`src/rtl/control_unit.sv`:
```
// ---------------------------------------------------------------------------
// control_unit
//   Hardwired sequencer for the phase-2 CPU datapath. A registered FSM steps
//   through RST, T0..T7 and HALT. Every datapath strobe is decoded
//   combinationally from the present state and the opcode in IR[31:27].
//
// Ports
//   clk        system clock; all state changes on the rising edge
//   clr        asynchronous active-low reset; forces the FSM to RST
//   IR         instruction register contents; opcode = IR[31:27]
//   CON        branch-condition flag from the CON flip-flop
//   PCout ..   one-bit datapath strobes, named after the cpu_phase2 ports
//   CONin      they drive
//   operation  ALU operation select
//   run        high in every state except HALT
// ---------------------------------------------------------------------------
module control_unit (
    input  logic        clk,
    input  logic        clr,
    input  logic [31:0] IR,
    input  logic        CON,
    output logic        PCout,
    output logic        ZLowOut,
    output logic        MDRout,
    output logic        MARin,
    output logic        Zin,
    output logic        PCin,
    output logic        MDRin,
    output logic        IRin,
    output logic        Yin,
    output logic        IncPC,
    output logic        MDRread,
    output logic        W_sig,
    output logic        Gra,
    output logic        Grb,
    output logic        Grc,
    output logic        Rin,
    output logic        Rout,
    output logic        BAout,
    output logic        Cout,
    output logic        CONin,
    output logic [4:0]  operation,
    output logic        run
);

    typedef enum logic [3:0] {
        RST, T0, T1, T2, T3, T4, T5, T6, T7, HALT
    } state_t;

    localparam logic [4:0] OP_LD   = 5'b00000;
    localparam logic [4:0] OP_LDI  = 5'b00001;
    localparam logic [4:0] OP_ST   = 5'b00010;
    localparam logic [4:0] OP_ADD  = 5'b00011;
    localparam logic [4:0] OP_SUB  = 5'b00100;
    localparam logic [4:0] OP_AND  = 5'b00101;
    localparam logic [4:0] OP_OR   = 5'b00110;
    localparam logic [4:0] OP_ADDI = 5'b01100;
    localparam logic [4:0] OP_ANDI = 5'b01101;
    localparam logic [4:0] OP_ORI  = 5'b01110;
    localparam logic [4:0] OP_BR   = 5'b10010;
    localparam logic [4:0] OP_HALT = 5'b11011;

    state_t     state, state_nxt;
    logic [4:0] opcode;
    logic       is_alu, is_imm, is_ld, is_st, is_br, is_halt;
    logic [4:0] alu_op;

    assign opcode = IR[31:27];

    // Instruction class decode. Anything not matched here, including the
    // explicit nop encoding, falls through to the nop path.
    always_comb begin
        is_alu  = 1'b0;
        is_imm  = 1'b0;
        is_ld   = 1'b0;
        is_st   = 1'b0;
        is_br   = 1'b0;
        is_halt = 1'b0;
        alu_op  = 5'b00000;
        case (opcode)
            OP_ADD, OP_SUB, OP_AND, OP_OR: begin
                is_alu = 1'b1;
                alu_op = opcode;
            end
            OP_ADDI, OP_LDI: begin
                is_imm = 1'b1;
                alu_op = OP_ADD;
            end
            OP_ANDI: begin
                is_imm = 1'b1;
                alu_op = OP_AND;
            end
            OP_ORI: begin
                is_imm = 1'b1;
                alu_op = OP_OR;
            end
            OP_LD: begin
                is_ld  = 1'b1;
                alu_op = OP_ADD;
            end
            OP_ST: begin
                is_st  = 1'b1;
                alu_op = OP_ADD;
            end
            OP_BR: begin
                is_br  = 1'b1;
                alu_op = OP_ADD;
            end
            OP_HALT: is_halt = 1'b1;
            default: ;
        endcase
    end

    // While clr is low the register is held in RST, so RST always moves to
    // T0 on the first edge that sees clr high. Because every strobe is zero
    // in RST, asserting clr drives all write strobes low directly.
    always_ff @(posedge clk or negedge clr) begin
        if (!clr) state <= RST;
        else      state <= state_nxt;
    end

    always_comb begin
        state_nxt = T0;
        case (state)
            RST:  state_nxt = T0;
            T0:   state_nxt = T1;
            T1:   state_nxt = T2;
            T2:   state_nxt = T3;
            T3: begin
                if (is_halt)
                    state_nxt = HALT;
                else if (is_alu || is_imm || is_ld || is_st || is_br)
                    state_nxt = T4;
                else
                    state_nxt = T0;
            end
            T4:   state_nxt = T5;
            T5:   state_nxt = (is_ld || is_st || is_br) ? T6 : T0;
            T6:   state_nxt = (is_ld || is_st) ? T7 : T0;
            T7:   state_nxt = T0;
            HALT: state_nxt = HALT;
            default: state_nxt = RST;
        endcase
    end

    always_comb begin
        PCout     = 1'b0;
        ZLowOut   = 1'b0;
        MDRout    = 1'b0;
        MARin     = 1'b0;
        Zin       = 1'b0;
        PCin      = 1'b0;
        MDRin     = 1'b0;
        IRin      = 1'b0;
        Yin       = 1'b0;
        IncPC     = 1'b0;
        MDRread   = 1'b0;
        W_sig     = 1'b0;
        Gra       = 1'b0;
        Grb       = 1'b0;
        Grc       = 1'b0;
        Rin       = 1'b0;
        Rout      = 1'b0;
        BAout     = 1'b0;
        Cout      = 1'b0;
        CONin     = 1'b0;
        operation = 5'b00000;
        run       = (state != HALT);
        case (state)
            T0: begin
                PCout = 1'b1;
                MARin = 1'b1;
                IncPC = 1'b1;
                Zin   = 1'b1;
            end
            T1: begin
                ZLowOut = 1'b1;
                PCin    = 1'b1;
                MDRread = 1'b1;
                MDRin   = 1'b1;
            end
            T2: begin
                MDRout = 1'b1;
                IRin   = 1'b1;
            end
            T3: begin
                if (is_alu) begin
                    Grb  = 1'b1;
                    Rout = 1'b1;
                    Yin  = 1'b1;
                end else if (is_imm || is_ld || is_st) begin
                    Grb   = 1'b1;
                    BAout = 1'b1;
                    Yin   = 1'b1;
                end else if (is_br) begin
                    Gra   = 1'b1;
                    Rout  = 1'b1;
                    CONin = 1'b1;
                end
            end
            T4: begin
                if (is_alu) begin
                    Grc       = 1'b1;
                    Rout      = 1'b1;
                    Zin       = 1'b1;
                    operation = alu_op;
                end else if (is_imm || is_ld || is_st) begin
                    Cout      = 1'b1;
                    Zin       = 1'b1;
                    operation = alu_op;
                end else if (is_br) begin
                    PCout = 1'b1;
                    Yin   = 1'b1;
                end
            end
            T5: begin
                if (is_alu || is_imm) begin
                    ZLowOut = 1'b1;
                    Gra     = 1'b1;
                    Rin     = 1'b1;
                end else if (is_ld || is_st) begin
                    ZLowOut = 1'b1;
                    MARin   = 1'b1;
                end else if (is_br) begin
                    Cout      = 1'b1;
                    Zin       = 1'b1;
                    operation = alu_op;
                end
            end
            T6: begin
                if (is_ld) begin
                    MDRread = 1'b1;
                    MDRin   = 1'b1;
                end else if (is_st) begin
                    // Store data comes from the register file, not memory.
                    Gra   = 1'b1;
                    Rout  = 1'b1;
                    MDRin = 1'b1;
                end else if (is_br) begin
                    // Branch target is written only when the condition holds.
                    ZLowOut = 1'b1;
                    PCin    = CON;
                end
            end
            T7: begin
                if (is_ld) begin
                    MDRout = 1'b1;
                    Gra    = 1'b1;
                    Rin    = 1'b1;
                end else if (is_st) begin
                    W_sig = 1'b1;
                end
            end
            default: ;
        endcase
    end

endmodule

```
`config.mk`:
```
export PLATFORM = sky130hd
export DESIGN_NAME = control_unit
export DESIGN_NICKNAME = d
export VERILOG_FILES = /design/src/rtl/control_unit.sv
export SDC_FILE = /design/constraint.sdc
export NUM_CORES = 1
export LEC_CHECK = 0
export ABC_AREA = 1
export BUFFER_PORTS_ARGS = -buffer_cell sky130_fd_sc_hd__buf_4
export CORE_MARGIN = 1
export CORE_UTILIZATION = 30
export DETAILED_ROUTE_END_ITERATION = 8
export PLACE_DENSITY = 0.71
export SYNTH_ARGS = -nofsm -noshare
export SYNTH_HDL_FRONTEND = slang
export SYNTH_SLANG_ARGS = --single-unit
```
`constraint.sdc`:
```
create_clock -name clk -period 1.2 [get_ports clk]
set_input_delay 0.12 -clock clk [delete_from_list [all_inputs] [get_ports clk]]
set_output_delay 0.12 -clock clk [all_outputs]
set_load 0.01 [all_outputs]
```
; Word level (Yosys, flattened, before mapping)
; Cells that the tools add are included.
[op_classes]
mux = 61
reduce_logical = 14
n_eq_ne = 21
[op_table]
columns = operator, count
row1 = $mux W1, 36
row2 = $pmux W4 S9, 1
row3 = $mux W5, 5
row4 = $pmux W5 S4, 1
row5 = $pmux W1 S2, 9
row6 = $eq A4 B3 Y1 const B, 4
row7 = $eq A5 B3 Y1 const B, 3
row8 = $eq A5 B4 Y1 const B, 3
row9 = $eq A5 B2 Y1 const B, 2
row10 = $eq A5 B5 Y1 const B, 2
row11 = $pmux W5 S2, 1
row12 = $pmux W1 S3, 3
row13 = $eq A4 B2 Y1 const B, 2
row14 = $eq A4 B4 Y1 const B, 2
row15 = $logic_or A1 B1 Y1, 8
row16 = $mux W4, 2
row17 = $reduce_or A4 Y1, 2
row18 = $mux W3, 2
row19 = $eq A5 B1 Y1 const B, 1
row20 = $logic_not A5 Y1, 1
row21 = $reduce_or A5 Y1, 1
row22 = $eq A4 B1 Y1 const B, 1
row23 = $logic_not A4 Y1, 1
row24 = $ne A4 B4 Y1 const B, 1
row25 = other kinds (2), 2
[totals]
word_cells = 97
output_inout_bits = 26
ff_bits = 4
inputBits = 35

; Depth between registers and ports, before layout
; Gate-level depths: netlist of run 1.
[depth]
ltp_word = 10
ltp_mapped = 8
ltp_nobuf = 8

; Worst setup path after synthesis of run 1
; No wires, ideal clock.
[synth_timing]
path_kind = flip-flop to output port
from = register state[3]
to = output port MDRread
slack_ns = -0.147
required_time_ns = 1.080
path_buffers = 0
t_arrival_ns = 1.227
path_stages_with_launch = 4
path_cell_list = dfrtp_1 -> nor4_4 -> nand2_2 -> o21ai_0
[synth_via]
elab_chain_len = 2
word_cells_on_any_way = 3
cone_classes = eq/ne (2) / mux (1)
[synth_lines]
columns = element, line_no
row1 = "start, declared", 63  ; state_t state, state_nxt;
row2 = "start signal, assigned", 119  ; else state <= state_nxt;
row3 = $eq A4 B3 Y1 / $eq A4 B2 Y1 (equally long branches), 169  ; case (state)
row4 = $pmux W1 S2 (*), 169
row5 = "end, declared", 32  ; output logic MDRread,
; Mark *: on every way between the ends. The rest lies on a longest branch, timed or not.

; Final worst setup path of run 1
[layout_timing]
from = register state[2]
to = output port MDRread
; Same word-level chain as after synthesis.

==> impl_summary.md, run 1 <==
Run status
The run finished, with violations left. The checks that failed: negative setup slack.

Timing
Setup repair after global routing could not meet its margin everywhere. The number of pins exceeding their max-slew limit in the final report is 0. The worst hold margin is 0.224 ns. The total negative slack is -11.51 ns. The worst-case setup margin in the final layout is -0.592 ns. For this run, the top clock speed supported by timing is 558 MHz. The final critical path takes up 149% of the cycle. Subtracting the final worst setup slack from the clock period gives 1.79 ns. The final count of negative-setup-slack endpoints is 28. The worst pin sits at a relative slew slack of 57.0%. The transition time at the pin with the least slew margin is 0.641 ns. The final hold violation count is 0.

The clock arrives with 0.000134 ns of skew.

Yosys
The xor/xnor cell area share of the yosys netlist is 0%. The combinational family with the most area after synthesis is simple AND/OR/NAND/NOR gates. The most frequently used cell type in the post-synthesis netlist is nor2_1. Counting flops with a built-in enable in the synthesized netlist gives 0. The part of the Yosys area used for sequential elements is 15.5%. The area share of and/or/nand/nor cells after synthesis is 54.4%. The proportion of synthesized flip-flops having asynchronous set or reset is 100%. After synthesis, the cell types taking the most area are dfrtp_1 15%, nor2_1 14%, nand3_1 12%, inv_1 12%, nand2_1 12%. The post-synthesis register bit count is 4.

The post-synthesis instance total is 118. The biggest area contributor in the post-synthesis netlist is dfrtp_1. The arithmetic-cell share of the synthesized area counting full adders, half adders and majority gates is 0%.

The post-synthesis mux area share is 0%. The synthesized netlist devotes 15.1% of its cell area to compound gates. The mean instance size in the synthesized netlist is 5.48 µm². The synthesis warning total is 0. By count the netlist is led by 24 x nor2_1, 21 x inv_1, 20 x nand2_1. The area share of the leading cell type in the synthesized netlist is 15.5%. The number of distinct library cells after synthesis is 23. The predominant post-synthesis flop cell is dfrtp_1. The mapped netlist covers 647 µm².

GRT
The number of antenna violations at the first check in global routing is 0. The pin count of the biggest net entering global routing is 8. The via count of the first global-routing pass came to 1,096. The overall track demand over capacity in global routing is 26.7%.

The remaining global-route overflow is 0. The first-pass GRT wire length is 4.95 mm.

Placed design
The congestion estimate from routability-driven global placement came to 0.820. The cell area after placement is 1140 µm². Summed over all nets, the half-perimeter wirelength after detailed placement is 1.81 mm. Timing analysis after detailed placement gives a worst setup slack of -0.233 ns. The count of input and output buffers is 31.

Critical path
The startpoint of the worst-slack reg-to-reg timing path is state[2]$_DFF_PN0_. STA puts the critical path data arrival time at 1.67 ns. The cell type of the slowest stage on the worst timing path is dfrtp_1. The critical-path maximum fanout is 6.

Measured in cells, the most critical reg-to-reg path has a length of 6. STA classifies the critical path endpoint as an output port. The cell family contributing the most delay on the critical path is buffers and inverters. Data on the critical path is required at its endpoint by 1.08 ns.

The critical path crosses 7 cells after its start point. The buffers plus inverters on the worst setup path is 4. The launching instance or port of the critical path is state[2]$_DFF_PN0_. STA classifies the critical path startpoint as a flip-flop. The largest incremental delay on the critical path is 0.39 ns. The most numerous cell on the critical path is buf_6.

The worst setup path is of the reg2out kind. Traced cell by cell, the critical path runs through inv_2 -> buf_6 -> nor4_4 -> buf_6 -> nand2_4 -> o21ai_2 -> buf_4.

Die
The die is 48.4 µm tall. For this design the top-level I/O count stands at 61. The starting density of the core is 32.3%.

The die footprint is 2350 µm². The chip width is 48.4 µm. The floorplan step defined a core boundary enclosing 2000 µm².

The placement row count is 16.

Run
The max-capacitance violation count is 0.

Clock tree
The later pin in the worst-skew pair is clocked with a latency of 0.25 ns. The clock passes through at most 2 buffers. The TritonCTS clock tree is done. The root buffer cell is clkbuf_4. The number of sinks on the clock net is 4. The clock transition at the registers of the reported paths is 0.05 ns. Counting the buffers created by CTS gives 3. The level count of the clock H-tree is 1.

Pwr
In this run the static leakage power is 0.000860 µW. In this run switching power makes up 48.0% of total power. Summing internal, switching and leakage power gives 2790 µW. The clock share of power is 7.4%. The maximum vdd ir drop is 1.37 mV. The total power per unit cell area is 1720 nW/µm². The part of the total power dissipated in sequential elements is 9.7%. The combinational cell fraction of total power is 82.9%. The internal portion of the total power is 1450 µW. The net switching power of the design is 1340 µW.

Final layout
The layout has 111 filler cells. The antenna diode instance count is 0. The area of all placed cells without fillers is 1620 µm². The number of flip-flops in the largest register is 4. In the final layout, the multi-input gates occupy 673 µm². From synthesis to final layout, the design area changed by 150%. The net count of the finished layout is 234. The fraction of layout cells with a size suffix above 1 is 64.6%. The register cell area after layout is 103 µm².

The largest registers in the layout are state: 4 flops. state holds more flip-flops than any other register.

Min path
The path type of the worst min-delay path is in2async.

Routing
The routed layout has 1,283 vias. Dividing the detail-routed wire length by the instance count gives 17.9 µm. The final layout contains routed wiring with a total length of 4.03 mm.

The post-detailed-route count of antenna-violating nets is 0. The number of search-and-repair iterations in the first detailed-routing pass is 4. For this run, design rule violations remaining after detail routing come to 0.

The DRC marker count from the first detailed-route iteration is 56. Using the TritonRoute via totals, the vias-per-cell ratio works out to 5.70.
==> area by class of cell <==
type	count	area share, %
repair buffers	77	42.6
multi-input cells	92	41.6
flip-flops and latches	4	6.35
inverters	21	5.65
well taps	27	2.09
clock buffers	4	1.63
==> power groups by stage <==
| stage | registers [µW] | logic, µW | clock network (µW) |
|---|---|---|---|
| after floorplan | 221 | 589 | 0 |
| after global placement | 224 | 1260 | 0 |
| after detailed placement | 226 | 1280 | 0 |
| after CTS | 231 | 1660 | 184 |
| after global routing | 274 | 2410 | 223 |
| final | 272 | 2310 | 205 |
==> logic make-up after synthesis <==
kind of cell / after synthesis
compound gates: 17
buf+inv: 23
flops: 4
other cells: 1
simple gates: 73
==> cell usage in the layout, fill, tap and decap left out, types with 3 or more instances in the layout <==
cell type | netlist | routed
o21ai_2 | 0 | 4
nor2_4 | 1 | 10
nand2_1 | 20 | 14
inv_4 | 0 | 5
inv_1 | 21 | 14
nand2_2 | 2 | 3
buf_4 | 2 | 47
nand3_2 | 1 | 3
clkbuf_4 | 0 | 3
nand4_1 | 3 | 3
buf_6 | 0 | 29
nand2_4 | 0 | 4
nand3_1 | 16 | 12
a21oi_2 | 1 | 5
nor2_1 | 24 | 14
==> per-layer routing <==
metal	GRT usage, %	wire [µm]	up-vias
li1	-	-	543
met1	32.9	1620	621
met2	48.1	1880	94
met3	2.52	364	25
met4	9.31	164	0
met5	0	0	-
==> path summary, 6_finish.rpt <==
path,endpoint,slack (ns)
min,state[2]$_DFF_PN0_,0.22
min in group clk,state[3]$_DFF_PN0_,0.24
min reg2reg,state[0]$_DFF_PN0_,0.79
max,MDRread,-0.59
max in group asynchronous,state[1]$_DFF_PN0_,0.86
max reg2reg,state[0]$_DFF_PN0_,-0.25
==> per-stage QoR <==
stage / std cells / utilization (%)
2_1_floorplan: 119 / -
3_3_place_gp: 203 / 57.1
3_5_place_dp: 203 / 57.1
4_1_cts: 217 / 70.3
5_1_grt: 225 / 80.8
6_report: 225 / 80.8
==> worst register-to-register path: cells and delay by family, from the launching register on <==
family	cells	cell delay [ns]
AND/OR/NAND/NOR	2	0.40
buffers and inverters	3	0.41
flip-flops	1	0.39
AO/OA/AOI/OAI	1	0.16
==> what timing repair did <==
action / in CTS / in global routing
setup endpoints to repair: 28 / 28
hold endpoints to repair: 4 / 0
pin swaps: 16 / 9
buffers inserted: 12 / 10
resized for setup: 45 / 41
hold buffers: 1 / 0
(Power assumes the default switching activity.)
==> run 2, diff against run 1 <==
Settings changed: CORE_UTILIZATION 30 to 32, PLACE_DENSITY 0.71 to 0.75.
==> impl_summary.md, run 2 (synthesis gave the netlist of run 1 again) <==
Run status
The flow ran to the end, but the final reports show violations. The final reports fail on negative setup slack.

Die
The area of the core is 1800 µm² (-10%). The die footprint is 2210 µm² (-6.0%). The placement row count is 15 (-1). The number of top-level pins is 61 (unchanged). The starting density of the core came to 35.9% (+3.6 points).

The chip width is 47.0 µm (-3.0%). The die height is 47.0 µm (-3.0%).

Clock tree
The number of CTS-inserted buffers came to 3 (unchanged). The largest buffer count on any clock path is 2 (unchanged). In this run the clock root is driven by a clkbuf_4. The TritonCTS clock tree is done.

The clock latency on the worst-skew pair is 0.24 ns (about the same). The clock transition at the registers of the reported paths is 0.04 ns (about the same). The level count of the clock H-tree is 1 (unchanged).

The number of sinks on the clock net is 4 (unchanged).

Critical path
The startpoint of the worst-slack reg-to-reg timing path is state[3]$_DFF_PN0_. The count of cells along the worst register-to-register path is 7 (+1). STA classifies the critical path startpoint as a flip-flop. The critical-path maximum fanout is 6 (unchanged). The critical setup path kind is reg2out. The endpoint of the worst-slack reg-to-reg timing path is state[0]$_DFF_PN0_. STA classifies the critical path endpoint as an output port. The critical path arrival is 1.52 ns (-0.15 ns). The critical path data required time came to 1.08 ns (about the same). The register-to-register setup slack is -0.16 ns (+0.09 ns).

Pwr
The total power per unit cell area is 1560 nW/µm² (-9.6%). The leakage dissipation is 0.000761 µW (-11%). The maximum vdd ir drop is 0.934 mV (-32%).

GRT
The via count of the first global-routing pass is 969 (-12%). The pin count of the biggest net entering global routing is 8 (unchanged). The number of antenna violations at the first check in global routing is 0 (unchanged). The overall track demand over capacity in global routing is 25.6% (-1.1 points). The first-pass GRT wire length is 3.97 mm (-20%). The remaining global-route overflow was 0 (unchanged).

Run
The max-capacitance violation count came to 0 (unchanged).

Final layout
The largest registers in the layout are state: 4 flops. The library cell used most frequently in the layout, excluding fill and tap cells, is buf_4. The fraction of layout cells with a size suffix above 1 is 62.2% (-2.4 points). The number of filler instances in the final layout is 109 (-1.8%).

Compared with the post-synthesis result, the final layout area differs by 127%. The net count of the finished layout is 224 (-4.3%). The top register by number of flip-flops is state. The antenna diode instance count is 0 (unchanged). The number of flip-flops in the largest register was 4 (unchanged). In the layout the commonest cells are 48 x buf_4, 18 x buf_6, 15 x inv_1.

Timing
The final count of negative-setup-slack endpoints is 28 (unchanged). The top achievable clock speed came to 609 MHz (+9.1%). The worst-case setup margin in the final layout came to -0.443 ns (+0.149 ns).

The number of pins exceeding their max-slew limit in the final report was 0 (unchanged). The final critical-path share of the clock period is 137% (-12 points). The total negative slack is -8.39 ns (+3.12 ns). Setup repair after global routing could not meet its margin everywhere.

The final worst clock skew was 0.00528 ns (+0.00514 ns). The time the final worst path needs with I/O delays and setup is 1.64 ns (-0.149 ns). The final hold violation count came to 0 (unchanged).

Placed design
The count of input and output buffers is 31 (unchanged). The final weighted congestion of routability-driven global placement is 0.926 (+13%). The post-placement setup slack came to -0.191 ns (+0.0415 ns). The sum of net half-perimeters after detailed placement is 1.90 mm (+5.5%).

Routing
The number of search-and-repair iterations in the first detailed-routing pass came to 4 (unchanged). The total wire length after detailed routing is 2.80 mm (-30%). The post-detailed-route via-to-cell ratio is 5.15 (-9.8%).

The number of vias after detailed routing is 1,096 (-15%). The DRC marker count from the first detailed-route iteration is 24 (-57%). The number of remaining DRC errors was 0 (unchanged). The routed length per placed instance came to 13.1 µm (-27%). The post-detailed-route count of antenna-violating nets is 0 (unchanged).

Min path
The path type of the worst min-delay path is in2async.
run 2: cell count changes in the layout (fill, tap and decap cells not counted), moves of 2 or more:
cell and delta:
nand2_4 -3, inv_4 -3, nor2_4 -2, nor3_2 +2
o21ai_2 -2, nor2_2 +2, nand3_2 +2, nand3_1 -2
nand2_2 +3, buf_6 -11
run 2: final cells by class:
class / count / area (µm²) / area share [%]
inverter: 21 / 87.6 / 5.97
timing repair buffer: 67 / 573 / 39.1
multi-input combinational: 92 / 646 / 44.0
clock buffer: 4 / 26.3 / 1.79
sequential: 4 / 103 / 7.00
tap: 25 / 31.3 / 2.13
run 2: worst max-delay path by stage:
stage / startpoint / end / slack (ns) / depth (start not counted)
detailed placement: state[3]$_DFF_PN0_ / operation[0] / -0.19 / 6
CTS: state[1]$_DFF_PN0_ / Gra / -0.43 / 5
global placement: state[0]$_DFF_PN0_ / MDRread / -0.17 / 5
floorplan: state[3]$_DFF_PN0_ / MDRread / -0.05 / 3
global route: state[2]$_DFF_PN0_ / operation[0] / -0.50 / 7
finish: state[2]$_DFF_PN0_ / operation[0] / -0.44 / 7
run 2: worst max-delay path, stage by stage (launching register included):
cell and delay [ns]:
dfrtp_1 0.36, inv_2 0.09, nor2_4 0.18, nand2_2 0.14
inv_1 0.14, nand2_2 0.11, a21oi_2 0.14, buf_4 0.13
run 2: power breakdown:
| part | total, µW | switching (µW) | internal [µW] |
|---|---|---|---|
| registers | 257 | 66.5 | 190 |
| clock network | 189 | 63.5 | 125 |
| logic | 1840 | 918 | 921 |
| total | 2280 | 1050 | 1240 |
run 2: what timing repair did:
item	4_1_cts	5_1_grt
hold buffers	1	0
pin swaps	8	7
gates resized for setup	25	38
endpoints found under the hold margin	4	0
buffers inserted	6	6
endpoints found under the setup margin	28	28
run 2: per-stage QoR:
step | std cells | hold slack, ns | instance area (µm²) | utilization, % | power, µW
6_report | 213 | 0.199 | 1470 | 81.4 | 2280
2_1_floorplan | 119 | -0.176 | 682 | - | 809
4_1_cts | 210 | 0.201 | 1290 | 71.5 | 1920
5_1_grt | 213 | 0.200 | 1470 | 81.4 | 2430
3_3_place_gp | 200 | -0.0842 | 1130 | 62.9 | 1480
3_5_place_dp | 200 | -0.0821 | 1130 | 62.9 | 1500
run 2: per-layer routing:
metal	vias up	routed length [µm]	track usage, %
met5	-	0	0
met4	0	53	10.9
met3	9	138	5.00
met2	47	1530	47.5
met1	519	1080	28.0
li1	521	-	-
